$ cat config.mk
export PLATFORM = sky130hd
export DESIGN_NAME = operand_fetch
export DESIGN_NICKNAME = d
export VERILOG_FILES = /design/src/rtl/srm_pkg.sv /design/src/rtl/operand_shifter.sv /design/src/rtl/operand_fetch.sv
export SDC_FILE = /design/constraint.sdc
export NUM_CORES = 1
export LEC_CHECK = 0
export ABC_AREA = 0
export CORE_ASPECT_RATIO = 1.25
export CORE_MARGIN = 8
export CORE_UTILIZATION = 57
export DETAILED_ROUTE_END_ITERATION = 8
export GPL_TIMING_DRIVEN = 0
export PLACE_DENSITY = 0.8
export SLEW_MARGIN = 20
export SYNTH_ARGS = -nofsm -noshare
export SYNTH_HDL_FRONTEND = slang
export SYNTH_SLANG_ARGS = --single-unit
$ cat constraint.sdc
create_clock -name clk -period 8.84 [get_ports clk]
set_input_delay 1.326 -clock clk [delete_from_list [all_inputs] [get_ports clk]]
set_output_delay 1.326 -clock clk [all_outputs]
set_load 0.005 [all_outputs]
$ cat src/rtl/srm_pkg.sv
// Shared definitions for the operand-fetch stage and the later datapath stages:
// widths, shifter/ALU encodings and the fetch FSM state type.
package srm_pkg;

   localparam int DW     = 16;
   localparam int NREG   = 8;
   localparam int REG_AW = $clog2(NREG);

   typedef enum logic [1:0] {
      SH_NONE = 2'b00,
      SH_LSL  = 2'b01,
      SH_LSR  = 2'b10,
      SH_ASR  = 2'b11
   } shift_e;

   typedef enum logic [1:0] {
      ADD = 2'b00,
      SUB = 2'b01,
      AND = 2'b10,
      NOT = 2'b11
   } aluop_e;

   typedef enum logic [1:0] {
      IDLE,
      READ_A,
      READ_B,
      ISSUE
   } opf_state_e;

endpackage

$ cat src/rtl/operand_shifter.sv
// One-bit B-operand shifter: none / shift-left / logical-right / arithmetic-right.
// Purely combinational so later stages can reuse it.
module operand_shifter
   import srm_pkg::*;
#(
   parameter int DW = srm_pkg::DW
) (
   input  logic [DW-1:0] data_i,
   input  logic [1:0]    shift_i,
   output logic [DW-1:0] data_o
);

   always_comb begin
      // NOTE: default assignment first so every path drives data_o and no latch is inferred.
      data_o = data_i;
      case (shift_i)
         SH_NONE: data_o = data_i;
         SH_LSL:  data_o = {data_i[DW-2:0], 1'b0};
         SH_LSR:  data_o = {1'b0, data_i[DW-1:1]};
         SH_ASR:  data_o = {data_i[DW-1], data_i[DW-1:1]};
         default: data_o = data_i;
      endcase
   end

endmodule

$ cat src/rtl/operand_fetch.sv
// Operand-fetch stage: register file, single shared read port, 4-state fetch FSM and
// registered Ain/Bin/ALUop. Define OPFETCH_BYPASS_EN to forward same-cycle writeback data.
module operand_fetch
   import srm_pkg::*;
#(
   parameter  int DW   = srm_pkg::DW,
   parameter  int NREG = srm_pkg::NREG,
   localparam int AW   = $clog2(NREG)
) (
   input  logic          clk,
   input  logic          reset,
   input  logic          req_valid,
   output logic          req_ready,
   input  logic [AW-1:0] req_rn,
   input  logic [AW-1:0] req_rm,
   input  logic [1:0]    req_shift,
   input  logic [1:0]    req_aluop,
   input  logic          req_asel,
   input  logic          req_bsel,
   input  logic [DW-1:0] req_imm,
   input  logic          wb_en,
   input  logic [AW-1:0] wb_addr,
   input  logic [DW-1:0] wb_data,
   output logic          out_valid,
   input  logic          out_ready,
   output logic [DW-1:0] Ain,
   output logic [DW-1:0] Bin,
   output logic [1:0]    ALUop
);

   opf_state_e    state_q, state_d;
   logic          accept;

   logic [AW-1:0] rn_q, rm_q;
   logic [1:0]    shift_q, op_q;
   logic          asel_q, bsel_q;
   logic [DW-1:0] imm_q;

   logic [DW-1:0] rf_q [NREG];
   logic [AW-1:0] rd_addr;
   logic [DW-1:0] rd_data;
   logic [DW-1:0] shifted;

   logic [DW-1:0] ain_q, bin_q;
   logic [1:0]    aluop_q;

   assign accept = req_valid && req_ready;

   // ---------------- FSM ----------------
   always_ff @(posedge clk or posedge reset) begin
      // NOTE: sequential state uses non-blocking assignments so all flops update together.
      if (reset) state_q <= IDLE;
      else       state_q <= state_d;
   end

   always_comb begin
      state_d = state_q;
      case (state_q)
         IDLE:    if (req_valid) state_d = READ_A;
         READ_A:  state_d = READ_B;
         READ_B:  state_d = ISSUE;
         ISSUE:   if (out_ready) state_d = req_valid ? READ_A : IDLE;
         default: state_d = IDLE;
      endcase
   end

   always_comb begin
      req_ready = (state_q == IDLE) || (state_q == ISSUE && out_ready);
      out_valid = (state_q == ISSUE);
   end

   // ---------------- request capture ----------------
   always_ff @(posedge clk or posedge reset) begin
      if (reset) begin
         rn_q    <= '0;
         rm_q    <= '0;
         shift_q <= '0;
         op_q    <= '0;
         asel_q  <= 1'b0;
         bsel_q  <= 1'b0;
         imm_q   <= '0;
      end else if (accept) begin
         rn_q    <= req_rn;
         rm_q    <= req_rm;
         shift_q <= req_shift;
         op_q    <= req_aluop;
         asel_q  <= req_asel;
         bsel_q  <= req_bsel;
         imm_q   <= req_imm;
      end
   end

   // ---------------- register file ----------------
   always_ff @(posedge clk or posedge reset) begin
      // NOTE: the register file must read as zero after reset, so it is built from resettable flops rather than a RAM macro.
      if (reset) begin
         for (int i = 0; i < NREG; i++) rf_q[i] <= '0;
      end else if (wb_en) begin
         rf_q[wb_addr] <= wb_data;
      end
   end

   assign rd_addr = (state_q == READ_B) ? rm_q : rn_q;

`ifdef OPFETCH_BYPASS_EN
   assign rd_data = (wb_en && wb_addr == rd_addr) ? wb_data : rf_q[rd_addr];
`else
   assign rd_data = rf_q[rd_addr];
`endif

   operand_shifter #(.DW(DW)) u_shifter (
      .data_i  (rd_data),
      .shift_i (shift_q),
      .data_o  (shifted)
   );

   // ---------------- operand registers ----------------
   always_ff @(posedge clk or posedge reset) begin
      if (reset) begin
         ain_q   <= '0;
         bin_q   <= '0;
         aluop_q <= '0;
      end else begin
         case (state_q)
            READ_A: ain_q <= asel_q ? '0 : rd_data;
            READ_B: begin
               bin_q   <= bsel_q ? imm_q : shifted;
               aluop_q <= op_q;
            end
            default: ;
         endcase
      end
   end

   assign Ain   = ain_q;
   assign Bin   = bin_q;
   assign ALUop = aluop_q;

endmodule
==> impl_metrics.prom, run 1 <==
# TYPE chip_impl_metric gauge
chip_impl_metric{name="critical_path.max_fanout",unit=""} 2
chip_impl_metric{name="die_h",unit="um"} 156
chip_impl_metric{name="max_clock_freq",unit="MHz"} 263
chip_impl_metric{name="reg2regPathDepth",unit=""} 11
chip_impl_info{name="tritoncts_clock_tree",value="built"} 1
chip_impl_metric{name="synthSimpleGateAreaFrac",unit="%"} 6.07
chip_impl_metric{name="synth_xor_xnor_area_share",unit="%"} 0
chip_impl_metric{name="htree_levels",unit=""} 4
chip_impl_metric{name="synth_cell_type_count",unit=""} 54
chip_impl_metric{name="global_route_wire_length_before_repair",unit="mm"} 35.6
chip_impl_metric{name="drt-met1-wl",unit="mm"} 8.53
chip_impl_metric{name="synthesis.area_per_instance",unit="um2"} 13.2
chip_impl_metric{name="finClkSkew",unit="ns"} 0.00551
chip_impl_metric{name="netlist_instances",unit=""} 679
chip_impl_metric{name="antenna_cells_inserted",unit=""} 0
chip_impl_info{name="dominantRegCellSynth",value="dfrtp_1"} 1
chip_impl_info{name="synth.top_cells.by_count",value="dfrtp_1, mux2_2, nand2_1, o22ai_1, inv_1"} 1
chip_impl_info{name="result_of_the_run",value="finished, final reports clean"} 1
chip_impl_metric{name="globalRoute.totalOverflow",unit=""} 0
chip_impl_metric{name="maxCapViolations",unit=""} 0
chip_impl_metric{name="clock_transition_time_at_the_flip_flop_clock_pins_of_the_worst_setup_and_hold_paths",unit="ns"} 0.06
chip_impl_metric{name="detailroute.wirelength.met3",unit="mm"} 1.32
chip_impl_info{name="crit_path_end_kind",value="primary output"} 1
chip_impl_metric{name="clk_path_buf_depth",unit=""} 2
chip_impl_metric{name="timing.final.crit_period",unit="ns"} 3.81
chip_impl_metric{name="worst_slew_pin_slew",unit="ns"} 0.884
chip_impl_metric{name="fin_setup_tns",unit="ns"} 0
chip_impl_metric{name="max_transition_viols_final",unit=""} 0
chip_impl_metric{name="grt_antenna_before_repair",unit=""} 0
chip_impl_info{name="synth_top_area_cell",value="dfrtp_1"} 1
chip_impl_info{name="yosysMostFrequentCell",value="dfrtp_1"} 1
chip_impl_metric{name="final_nets",unit=""} 839
chip_impl_metric{name="hold-path-cell-count",unit=""} 1
chip_impl_metric{name="wirelength_per_cell",unit="um"} 22.4
chip_impl_metric{name="power_density",unit="nW/um2"} 363
chip_impl_metric{name="hold_viol_final",unit=""} 0
chip_impl_metric{name="synth_edf_count",unit=""} 0
chip_impl_metric{name="detail_route.iter0.violations",unit=""} 525
chip_impl_info{name="start_kind",value="input pin"} 1
chip_impl_metric{name="synth.net_count",unit=""} 736
chip_impl_metric{name="finalInstanceArea",unit="um2"} 10700
chip_impl_metric{name="grt_pass1_vias",unit=""} 6683
chip_impl_metric{name="synth_seq_area_share",unit="%"} 53.7
chip_impl_metric{name="synth-compound-area-share",unit="%"} 8.57
chip_impl_metric{name="yosys-mux-area-fraction",unit="%"} 27.4
chip_impl_metric{name="synth.top_cell.area_share",unit="%"} 53.7
chip_impl_metric{name="via_count",unit=""} 6135
chip_impl_metric{name="asyncSetResetFlopFracSynth",unit="%"} 100
chip_impl_metric{name="drt-pass1-iter-count",unit=""} 5
chip_impl_metric{name="vdd_ir_drop_max",unit="mV"} 0.158
chip_impl_metric{name="antenna_violating_nets_post_route",unit=""} 0
chip_impl_metric{name="post_route_cells_drive_above_1_share",unit="%"} 30.6
chip_impl_metric{name="grtUsageTotal",unit="%"} 23.3
chip_impl_metric{name="met2WireLength",unit="mm"} 11.8
chip_impl_info{name="topRoutingLayerUsed",value="met4"} 1
chip_impl_metric{name="report.final.setup_viol",unit=""} 0
chip_impl_metric{name="dp.final_hpwl",unit="mm"} 15.7
chip_impl_metric{name="buffer_ports.inserted",unit=""} 83
chip_impl_metric{name="synth-adder-area-share",unit="%"} 0.699
chip_impl_metric{name="num_io_pins",unit=""} 88
chip_impl_metric{name="floorplan.initialDensity",unit="%"} 57.7
chip_impl_metric{name="critPathArrivalTime",unit="ns"} 2.48
chip_impl_metric{name="route.detailed.drc",unit=""} 0
chip_impl_metric{name="total_power",unit="mW"} 3.88
chip_impl_metric{name="cts-buffers-inserted",unit=""} 17
chip_impl_metric{name="post_synthesis_instance_area",unit="um2"} 8950
chip_impl_info{name="ys_top_cells_by_area",value="dfrtp_1, mux2_2, mux2i_1"} 1
chip_impl_metric{name="finalWeightedCongestion",unit=""} 0.845
chip_impl_metric{name="postCtsSetupBuffers",unit=""} 0
chip_impl_info{name="dominant_combinational_cell_family_by_area_after_synthesis",value="multiplexers"} 1
chip_impl_metric{name="clkLatencyLatePin",unit="ns"} 0.43
chip_impl_metric{name="synth_seq_cells",unit=""} 192
chip_impl_metric{name="vias_per_cell",unit=""} 6.09
chip_impl_info{name="timing.hold.worst.class",value="register to register"} 1
chip_impl_metric{name="core_area",unit="um2"} 15500
chip_impl_metric{name="rows",unit=""} 51
chip_impl_metric{name="post_cts_resize_count",unit=""} 0
chip_impl_metric{name="cts_hold_buffers",unit=""} 0
chip_impl_info{name="clockRootBuffer",value="clkbuf_16"} 1
chip_impl_metric{name="max_slew_margin",unit="%"} 41.0
chip_impl_metric{name="hold-worst-slack",unit="ns"} 0.500
chip_impl_info{name="unrepaired_setup_endpoints_after_global_routing",value="false"} 1
chip_impl_metric{name="largest_net_degree_at_the_start_of_global_routing",unit=""} 118
chip_impl_info{name="setup.worst_path.class",value="input pin to primary output"} 1
chip_impl_metric{name="die-area",unit="um2"} 20000
chip_impl_metric{name="layout_worst_path_cycle_share",unit="%"} 43.1
chip_impl_metric{name="static_leakage",unit="nW"} 4.51
chip_impl_metric{name="fp.dieW",unit="um"} 128
chip_impl_metric{name="placement.cell_area",unit="um2"} 10100
chip_impl_metric{name="cts.sink_count",unit=""} 192
chip_impl_metric{name="crit_path_required_time",unit="ns"} 7.51
chip_impl_metric{name="layout-area-overhead-vs-synth",unit="%"} 19.3
chip_impl_metric{name="wl",unit="mm"} 22.6
chip_impl_metric{name="synthesis.yosys.warnings",unit=""} 0
-- metrics by stage --
stage | utilization, % | instances | setup slack, ns
3_5_place_dp | 65.0 | 975 | 5.04
5_1_grt | 68.9 | 1007 | 4.96
6_report | 68.9 | 1007 | 5.03
2_1_floorplan | - | 679 | 2.29
3_3_place_gp | 64.8 | 974 | 0.468
4_1_cts | 68.8 | 1007 | 5.03
-- area by class of cell --
class,instances,area (um2)
multi-input combinational,416,3840
fill,1105,4830
sequential,192,4800
buffer,42,209
clock inverter,9,106
timing repair buffer,84,858
inverter,29,116
tap,212,265
clock buffer,23,478
-- critical path, stage by stage --
cell             delay (ns)
clkdlybuf4s50_1        0.50
nand2_1                0.07
nand2_1                0.08
clkdlybuf4s50_1        0.51
-- cell usage in the layout, fill, tap and decap left out, drive strengths merged, types with 2 or more instances in the layout --
cell / instances
dfrtp: 192
mux2: 162
clkdlybuf4s50: 83
nand2: 47
clkbuf: 44
o22ai: 32
inv: 30
mux2i: 26
buf: 22
a21oi: 15
mux4: 14
a211oi: 12
nand3: 11
nand2b: 9
and2: 9
a31oi: 9
nor2: 8
o21ai: 8
a22o: 7
nor3: 6
nor2b: 5
ha: 5
nand4b: 3
a221o: 3
clkinv: 3
clkinvlp: 3
o31ai: 3
nor3b: 2
o211ai: 2
or3: 2
and3: 2
bufinv: 2
a221oi: 2
-- cells by family after synthesis --
logic type | count (synthesis)
AO/OA/AOI/OAI | 102
adder cells (fa/ha/maj) | 5
buffers and inverters | 71
flip-flops | 192
multiplexers | 202
AND/OR/NAND/NOR | 107
-- routing by layer --
layer	vias to the layer above	track usage (%)
met1	3166	25.2
met4	0	12.5
met2	227	41.0
met3	67	5.71
met5	-	0
li1	2675	-
-- report_power, final --
| group | internal [mW] | switching, mW |
|---|---|---|
| registers | 1.15 | 0.155 |
| logic | 0.836 | 0.975 |
| clock network | 0.439 | 0.326 |
-- sequential cells by signal, summed over array words and instances (netlist names) --
signal,count
bsel_q,1
shift_q,2
rf_q,128
op_q,2
Bin,16
rn_q,3
ALUop,2
Ain,16
state_q,2
rm_q,3
asel_q,1
imm_q,16
-- worst paths after layout --
kind / slack, ns / to / startpoint
hold / removal: 0.50 / rf_q[108] / rf_q[108]
hold reg to reg: 0.50 / rf_q[108] / rf_q[108]
max in group asynchronous: 6.55 / rf_q[27] / reset
min in group asynchronous: 1.34 / Bin[3] / reset
setup reg to reg: 5.64 / Bin[9] / state_q[0]
setup / recovery: 5.03 / req_ready / out_ready
(Power assumes the default switching activity.)
==> run 2, diff against run 1 <==
==> constraint.sdc (replaced) <==
create_clock -name clk -period 3.95 [get_ports clk]
set_input_delay 0.5925 -clock clk [delete_from_list [all_inputs] [get_ports clk]]
set_output_delay 0.5925 -clock clk [all_outputs]
set_load 0.005 [all_outputs]
==> impl_metrics.prom, run 2 (synthesized netlist as in run 1, its figures left out) <==
# TYPE chip_impl_metric gauge
chip_impl_metric{name="power_density",unit="nW/um2"} 807
chip_impl_metric{name="grt_pass1_vias",unit=""} 6581
chip_impl_metric{name="die_h",unit="um"} 156
chip_impl_metric{name="worst-path-buf-inv",unit=""} 4
chip_impl_metric{name="global_route_wire_length_before_repair",unit="mm"} 35.3
chip_impl_metric{name="drt-pass1-iter-count",unit=""} 5
chip_impl_info{name="worst_r2r_start",value="state_q[0]"} 1
chip_impl_metric{name="antenna_cells_inserted",unit=""} 0
chip_impl_metric{name="layout_worst_path_cycle_share",unit="%"} 81.7
chip_impl_metric{name="clock_transition_time_at_the_flip_flop_clock_pins_of_the_worst_setup_and_hold_paths",unit="ns"} 0.07
chip_impl_info{name="tritoncts_clock_tree",value="built"} 1
chip_impl_metric{name="layout-area-overhead-vs-synth",unit="%"} 20.6
chip_impl_metric{name="rows",unit=""} 51
chip_impl_metric{name="finalWeightedCongestion",unit=""} 0.845
chip_impl_metric{name="reg2regPathDepth",unit=""} 11
chip_impl_metric{name="fp.dieW",unit="um"} 128
chip_impl_metric{name="timing.final.crit_period",unit="ns"} 3.23
chip_impl_metric{name="clkLatencyLatePin",unit="ns"} 0.44
chip_impl_metric{name="buffer_ports.inserted",unit=""} 83
chip_impl_metric{name="vias_per_cell",unit=""} 5.97
chip_impl_metric{name="critPathMaxStageDelay",unit="ns"} 0.65
chip_impl_metric{name="antenna_violating_nets_post_route",unit=""} 0
chip_impl_info{name="crit_path_start",value="state_q[0]"} 1
chip_impl_metric{name="finClkSkew",unit="ns"} 0.00855
chip_impl_metric{name="detail_route.iter0.violations",unit=""} 522
chip_impl_metric{name="wl",unit="mm"} 22.1
chip_impl_metric{name="critical_path.max_fanout",unit=""} 10
chip_impl_info{name="mostFrequentLayoutCells",value="dfrtp_1, mux2_2, clkdlybuf4s50_1, nand2_1, o22ai_1"} 1
chip_impl_metric{name="post_cts_resize_count",unit=""} 0
chip_impl_metric{name="core_area",unit="um2"} 15500
chip_impl_metric{name="dp.final_hpwl",unit="mm"} 15.6
chip_impl_info{name="critical-path-top-delay-family",value="compound AO/OA/AOI/OAI gates"} 1
chip_impl_metric{name="postCtsSetupBuffers",unit=""} 0
chip_impl_metric{name="max_clock_freq",unit="MHz"} 310
chip_impl_metric{name="hold-worst-slack",unit="ns"} 0.438
chip_impl_info{name="clockRootBuffer",value="clkbuf_16"} 1
chip_impl_metric{name="critical_path_cell_count",unit=""} 11
chip_impl_metric{name="report.final.setup_viol",unit=""} 0
chip_impl_metric{name="die-area",unit="um2"} 20000
chip_impl_info{name="timing.hold.worst.class",value="input pin to asynchronous set/reset pin"} 1
chip_impl_metric{name="via_count",unit=""} 6038
chip_impl_info{name="final_common_cell",value="dfrtp_1"} 1
chip_impl_metric{name="layout.filler_cells",unit=""} 1038
chip_impl_metric{name="post_route_cells_drive_above_1_share",unit="%"} 31.1
chip_impl_metric{name="worst_slew_pin_slew",unit="ns"} 0.930
chip_impl_metric{name="route.detailed.drc",unit=""} 0
chip_impl_metric{name="wirelength_per_cell",unit="um"} 21.8
chip_impl_info{name="worstPathCellList",value="inv_1 > ha_1 > buf_6 > mux2_2 > buf_4 > buf_2 > nand2_1 > nand3_1 > a31oi_1 > a22o_1 > a211oi_1"} 1
chip_impl_metric{name="cts.sink_count",unit=""} 192
chip_impl_metric{name="cts_hold_buffers",unit=""} 0
chip_impl_metric{name="placement.cell_area",unit="um2"} 10200
chip_impl_info{name="setup.worst_path.class",value="register to register"} 1
chip_impl_metric{name="grtUsageTotal",unit="%"} 23.2
chip_impl_info{name="result_of_the_run",value="finished, final reports clean"} 1
chip_impl_metric{name="crit_path_required_time",unit="ns"} 4.23
chip_impl_metric{name="max_transition_viols_final",unit=""} 0
chip_impl_info{name="crit_path_end_kind",value="register"} 1
chip_impl_metric{name="ff2ff_setup_slack",unit="ns"} 0.72
chip_impl_info{name="last_element_of_the_critical_path",value="Bin[9]"} 1
chip_impl_info{name="unrepaired_setup_endpoints_after_global_routing",value="false"} 1
chip_impl_info{name="max_flop_register",value="rf_q"} 1
chip_impl_metric{name="grt_antenna_before_repair",unit=""} 0
chip_impl_info{name="crit_path_top_delay_cell",value="a31oi_1"} 1
chip_impl_metric{name="finalInstanceArea",unit="um2"} 10800
chip_impl_metric{name="largest_net_degree_at_the_start_of_global_routing",unit=""} 38
chip_impl_metric{name="maxCapViolations",unit=""} 0
chip_impl_metric{name="num_io_pins",unit=""} 88
chip_impl_metric{name="cts-buffers-inserted",unit=""} 17
chip_impl_info{name="start_kind",value="register"} 1
chip_impl_metric{name="htree_levels",unit=""} 4
chip_impl_metric{name="final_nets",unit=""} 844
chip_impl_metric{name="clk_path_buf_depth",unit=""} 2
chip_impl_metric{name="max_slew_margin",unit="%"} 38.0
chip_impl_metric{name="hold_viol_final",unit=""} 0
chip_impl_info{name="regToRegEndpoint",value="Bin[9]"} 1
chip_impl_metric{name="largest_register_ffs",unit=""} 128
chip_impl_metric{name="static_leakage",unit="nW"} 4.57
chip_impl_metric{name="globalRoute.totalOverflow",unit=""} 0
chip_impl_metric{name="floorplan.initialDensity",unit="%"} 57.7
chip_impl_metric{name="vdd_ir_drop_max",unit="mV"} 0.361
chip_impl_metric{name="critPathArrivalTime",unit="ns"} 3.51
run 2: cell count changes in the layout (fill, tap and decap cells not counted):
cell / delta
clkinv_2: +3
clkbuf_8: -1
bufinv_16: +1
inv_8: -1
clkbuf_1: -1
clkinvlp_4: -1
buf_12: +5
run 2: per-layer routing:
layer | part of all wire [%] | global-route usage (%) | vias up | wire length (um)
li1 | - | - | 2690 | -
met1 | 39 | 26.1 | 3081 | 8640
met2 | 51 | 39.6 | 207 | 11300
met3 | 6.3 | 6.74 | 60 | 1380
met4 | 3.7 | 11.6 | 0 | 815
met5 | 0 | 0 | - | 0
run 2: power breakdown:
| group | internal, mW | switching (mW) |
|---|---|---|
| Combinational | 1.88 | 2.16 |
| Clock | 1.02 | 0.726 |
| Sequential | 2.57 | 0.339 |
run 2: cell type report:
| type | instances | area, um2 | area share (%) |
|---|---|---|---|
| Multi-Input combinational cell | 416 | 3840 | 35.6 |
| Timing Repair Buffer | 89 | 958 | 8.89 |
| Tap cell | 212 | 265 | 2.46 |
| Sequential cell | 192 | 4800 | 44.5 |
| Clock buffer | 21 | 460 | 4.27 |
| Inverter | 29 | 113 | 1.04 |
| Buffer | 42 | 209 | 1.94 |
| Clock inverter | 11 | 136 | 1.26 |
run 2: worst register-to-register path, cell delays in order, from the launching register on:
cell	delay [ns]
dfrtp_1	0.41
inv_1	0.15
ha_1	0.19
buf_6	0.16
mux2_2	0.48
buf_4	0.25
buf_2	0.24
nand2_1	0.11
nand3_1	0.07
a31oi_1	0.65
a22o_1	0.30
a211oi_1	0.05
run 2: metrics by stage:
stage               utilization [%]  instances  setup TNS [ns]  power (mW)  setup slack [ns]
floorplan                         -        679               0        5.56             0.881
global placement               64.8        974          -58.80        6.73            -0.321
detailed placement             65.6        980               0        6.91             0.843
CTS                            69.5       1012               0        8.69             0.800
global route                   69.6       1012               0        9.13             0.648
finish                         69.6       1012               0        8.70             0.724
run 2: worst min-delay path by stage:
stage | endpoint | slack [ns] | cells after the start
4_1_cts | imm_q[6] | 0.44 | 2
6_report | imm_q[6] | 0.44 | 2
3_5_place_dp | rf_q[12] | 0.49 | 1
5_1_grt | imm_q[4] | 0.46 | 2
3_3_place_gp | rf_q[66] | 0.48 | 1
2_1_floorplan | imm_q[14] | 0.47 | 1
==> run 3, diff against run 2 <==
--- a/config.mk
+++ b/config.mk
@@ -8,10 +8,10 @@
 export ABC_AREA = 0
 export CORE_ASPECT_RATIO = 1.25
 export CORE_MARGIN = 8
-export CORE_UTILIZATION = 57
+export CORE_UTILIZATION = 52
 export DETAILED_ROUTE_END_ITERATION = 8
 export GPL_TIMING_DRIVEN = 0
-export PLACE_DENSITY = 0.8
+export PLACE_DENSITY = 0.77
 export SLEW_MARGIN = 20
 export SYNTH_ARGS = -nofsm -noshare
 export SYNTH_HDL_FRONTEND = slang
==> constraint.sdc (replaced) <==
create_clock -name clk -period 2.8 [get_ports clk]
set_input_delay 0.42 -clock clk [delete_from_list [all_inputs] [get_ports clk]]
set_output_delay 0.42 -clock clk [all_outputs]
set_load 0.005 [all_outputs]
==> impl_metrics.prom, run 3 (synthesized netlist as in run 1, its figures left out) <==
# TYPE chip_impl_metric gauge
chip_impl_info{name="result_of_the_run",value="finished, final reports clean"} 1
chip_impl_metric{name="buffer_ports.inserted",unit=""} 83
chip_impl_info{name="crit_path_end_kind",value="register"} 1
chip_impl_metric{name="cts-buffers-inserted",unit=""} 17
chip_impl_info{name="timing.hold.worst.class",value="input pin to asynchronous set/reset pin"} 1
chip_impl_metric{name="route.detailed.drc",unit=""} 0
chip_impl_metric{name="largest_net_degree_at_the_start_of_global_routing",unit=""} 38
chip_impl_metric{name="wl",unit="mm"} 22.6
chip_impl_metric{name="clk_path_buf_depth",unit=""} 2
chip_impl_metric{name="final_critical_path_setup_slack",unit="ns"} 0.0319
chip_impl_metric{name="final_nets",unit=""} 859
chip_impl_metric{name="report.final.setup_viol",unit=""} 0
chip_impl_metric{name="placement.cell_area",unit="um2"} 10200
chip_impl_metric{name="max_clock_freq",unit="MHz"} 361
chip_impl_metric{name="grtUsageTotal",unit="%"} 21.2
chip_impl_metric{name="layout.core_utilization",unit="%"} 65.5
chip_impl_metric{name="vias_per_cell",unit=""} 5.96
chip_impl_metric{name="vdd_ir_drop_max",unit="mV"} 0.598
chip_impl_metric{name="drt-pass1-iter-count",unit=""} 5
chip_impl_metric{name="grt_antenna_before_repair",unit=""} 1
chip_impl_metric{name="cts.sink_count",unit=""} 192
chip_impl_metric{name="num_io_pins",unit=""} 88
chip_impl_metric{name="finalWeightedCongestion",unit=""} 0.938
chip_impl_metric{name="fin_setup_tns",unit="ns"} 0
chip_impl_info{name="tritoncts_clock_tree",value="built"} 1
chip_impl_metric{name="finClkSkew",unit="ns"} 0.00793
chip_impl_metric{name="hold_viol_final",unit=""} 0
chip_impl_metric{name="via_count",unit=""} 6167
chip_impl_metric{name="antenna_cells_inserted",unit=""} 0
chip_impl_metric{name="max_slew_margin",unit="%"} 41.6
chip_impl_info{name="final_common_cell",value="dfrtp_1"} 1
chip_impl_metric{name="largest_register_ffs",unit=""} 128
chip_impl_metric{name="antenna_violating_nets_post_route",unit=""} 0
chip_impl_metric{name="maxCapViolations",unit=""} 0
chip_impl_metric{name="rows",unit=""} 53
chip_impl_metric{name="critical_path.max_fanout",unit=""} 6
chip_impl_info{name="clockRootBuffer",value="clkbuf_16"} 1
chip_impl_metric{name="layout-area-overhead-vs-synth",unit="%"} 23.2
chip_impl_metric{name="clkLatencyLatePin",unit="ns"} 0.44
chip_impl_metric{name="pre_cts_slack",unit="ns"} -0.238
chip_impl_metric{name="detail_route.iter0.violations",unit=""} 371
chip_impl_metric{name="timing.final.crit_period",unit="ns"} 2.77
chip_impl_metric{name="dp.final_hpwl",unit="mm"} 16.0
chip_impl_metric{name="globalRoute.totalOverflow",unit=""} 0
chip_impl_metric{name="clock_transition_time_at_the_flip_flop_clock_pins_of_the_worst_setup_and_hold_paths",unit="ns"} 0.07
chip_impl_metric{name="floorplan.initialDensity",unit="%"} 53.1
chip_impl_metric{name="critPathArrivalTime",unit="ns"} 3.04
chip_impl_metric{name="grt_pass1_vias",unit=""} 6599
chip_impl_metric{name="crit_path_required_time",unit="ns"} 3.07
chip_impl_metric{name="fp.dieW",unit="um"} 133
chip_impl_metric{name="power_density",unit="nW/um2"} 1170
chip_impl_metric{name="global_route_wire_length_before_repair",unit="mm"} 36.0
chip_impl_metric{name="layout_worst_path_cycle_share",unit="%"} 98.9
chip_impl_metric{name="p_int",unit="mW"} 8.13
chip_impl_info{name="mostFrequentLayoutCells",value="dfrtp_1, mux2_2, clkdlybuf4s50_1, nand2_1, o22ai_1"} 1
chip_impl_metric{name="fraction_of_power_consumed_by_sequential_logic",unit="%"} 31.9
chip_impl_info{name="setup.worst_path.class",value="register to register"} 1
chip_impl_metric{name="wirelength_per_cell",unit="um"} 21.8
chip_impl_metric{name="finalInstanceArea",unit="um2"} 11000
chip_impl_metric{name="core_area",unit="um2"} 16800
chip_impl_metric{name="max_transition_viols_final",unit=""} 0
chip_impl_metric{name="htree_levels",unit=""} 4
chip_impl_metric{name="die_h",unit="um"} 163
chip_impl_info{name="max_flop_register",value="rf_q"} 1
chip_impl_metric{name="switching_power",unit="mW"} 4.76
chip_impl_info{name="start_kind",value="register"} 1
chip_impl_metric{name="static_leakage",unit="nW"} 4.65
chip_impl_metric{name="clock_power_share",unit="%"} 19.3
chip_impl_metric{name="reg2regPathDepth",unit=""} 10
chip_impl_metric{name="power.combinational.fraction",unit="%"} 48.8
chip_impl_metric{name="die-area",unit="um2"} 21700
chip_impl_metric{name="post_route_cells_drive_above_1_share",unit="%"} 33.7
chip_impl_metric{name="worst_slew_pin_slew",unit="ns"} 0.872
chip_impl_metric{name="switch_share",unit="%"} 36.9
-- run 3: per-stage QoR --
step | std cells | power (mW) | hold slack (ns)
after detailed placement | 987 | 9.77 | 0.488
after global routing | 1034 | 13.5 | 0.482
after floorplan | 679 | 7.85 | 0.470
after CTS | 1022 | 12.5 | 0.452
final | 1034 | 12.9 | 0.441
after global placement | 982 | 9.48 | 0.480
-- run 3: worst paths after layout --
path,startpoint,to,slack [ns]
setup / recovery,state_q[0],Bin[9],0.03
hold / removal,reset,imm_q[6],0.44
max in group asynchronous,reset,rf_q[27],1.23
hold reg to reg,op_q[0],op_q[0],0.50
min in group clk,op_q[0],op_q[0],0.50
setup reg to reg,state_q[0],Bin[9],0.03
-- run 3: layer usage --
layer  global-route usage (%)  vias up  share of wire, %
met2                     37.3      213                52
li1                         -     2715                 -
met1                     24.2     3180                39
met5                        0        -             0.035
met3                     5.06       57               6.0
met4                     8.95        2               2.6
-- run 3: repair_timing --
| action | in CTS | in global routing |
|---|---|---|
| gates resized for setup | 12 | 8 |
| pin swaps | 0 | 1 |
| setup buffers | 4 | 12 |
| hold buffers | 0 | 0 |
| setup endpoints to repair | 17 | 15 |
| gates cloned | 0 | 0 |
-- run 3: critical path, cell delays in order, from the launching register on --
cell and delay [ns]:
dfrtp_1 0.42, inv_2 0.10, ha_1 0.17, buf_6 0.15, mux2i_4 0.40, buf_6 0.15, mux4_2 0.49, and2_1 0.20
a31oi_4 0.28, a22o_1 0.20, a211oi_1 0.04
-- run 3: power by group through the flow --
| stage | clock [mW] | sequential [mW] | combinational (mW) |
|---|---|---|---|
| 4_1_cts | 2.50 | 4.10 | 5.95 |
| 6_report | 2.48 | 4.11 | 6.30 |
| 3_3_place_gp | 0 | 4.07 | 5.41 |
| 2_1_floorplan | 0 | 4.02 | 3.83 |
| 5_1_grt | 2.63 | 4.20 | 6.69 |
| 3_5_place_dp | 0 | 4.14 | 5.63 |
-- run 3: cell type report --
cell class | instances | area [um2]
multi-input cells | 416 | 3910
repair buffers | 104 | 1090
plain buffers | 42 | 223
flip-flops and latches | 192 | 4800
fillers | 1191 | 5820
inverters | 29 | 113
clock buffers | 19 | 443
well taps | 220 | 275
clock inverters | 12 | 161
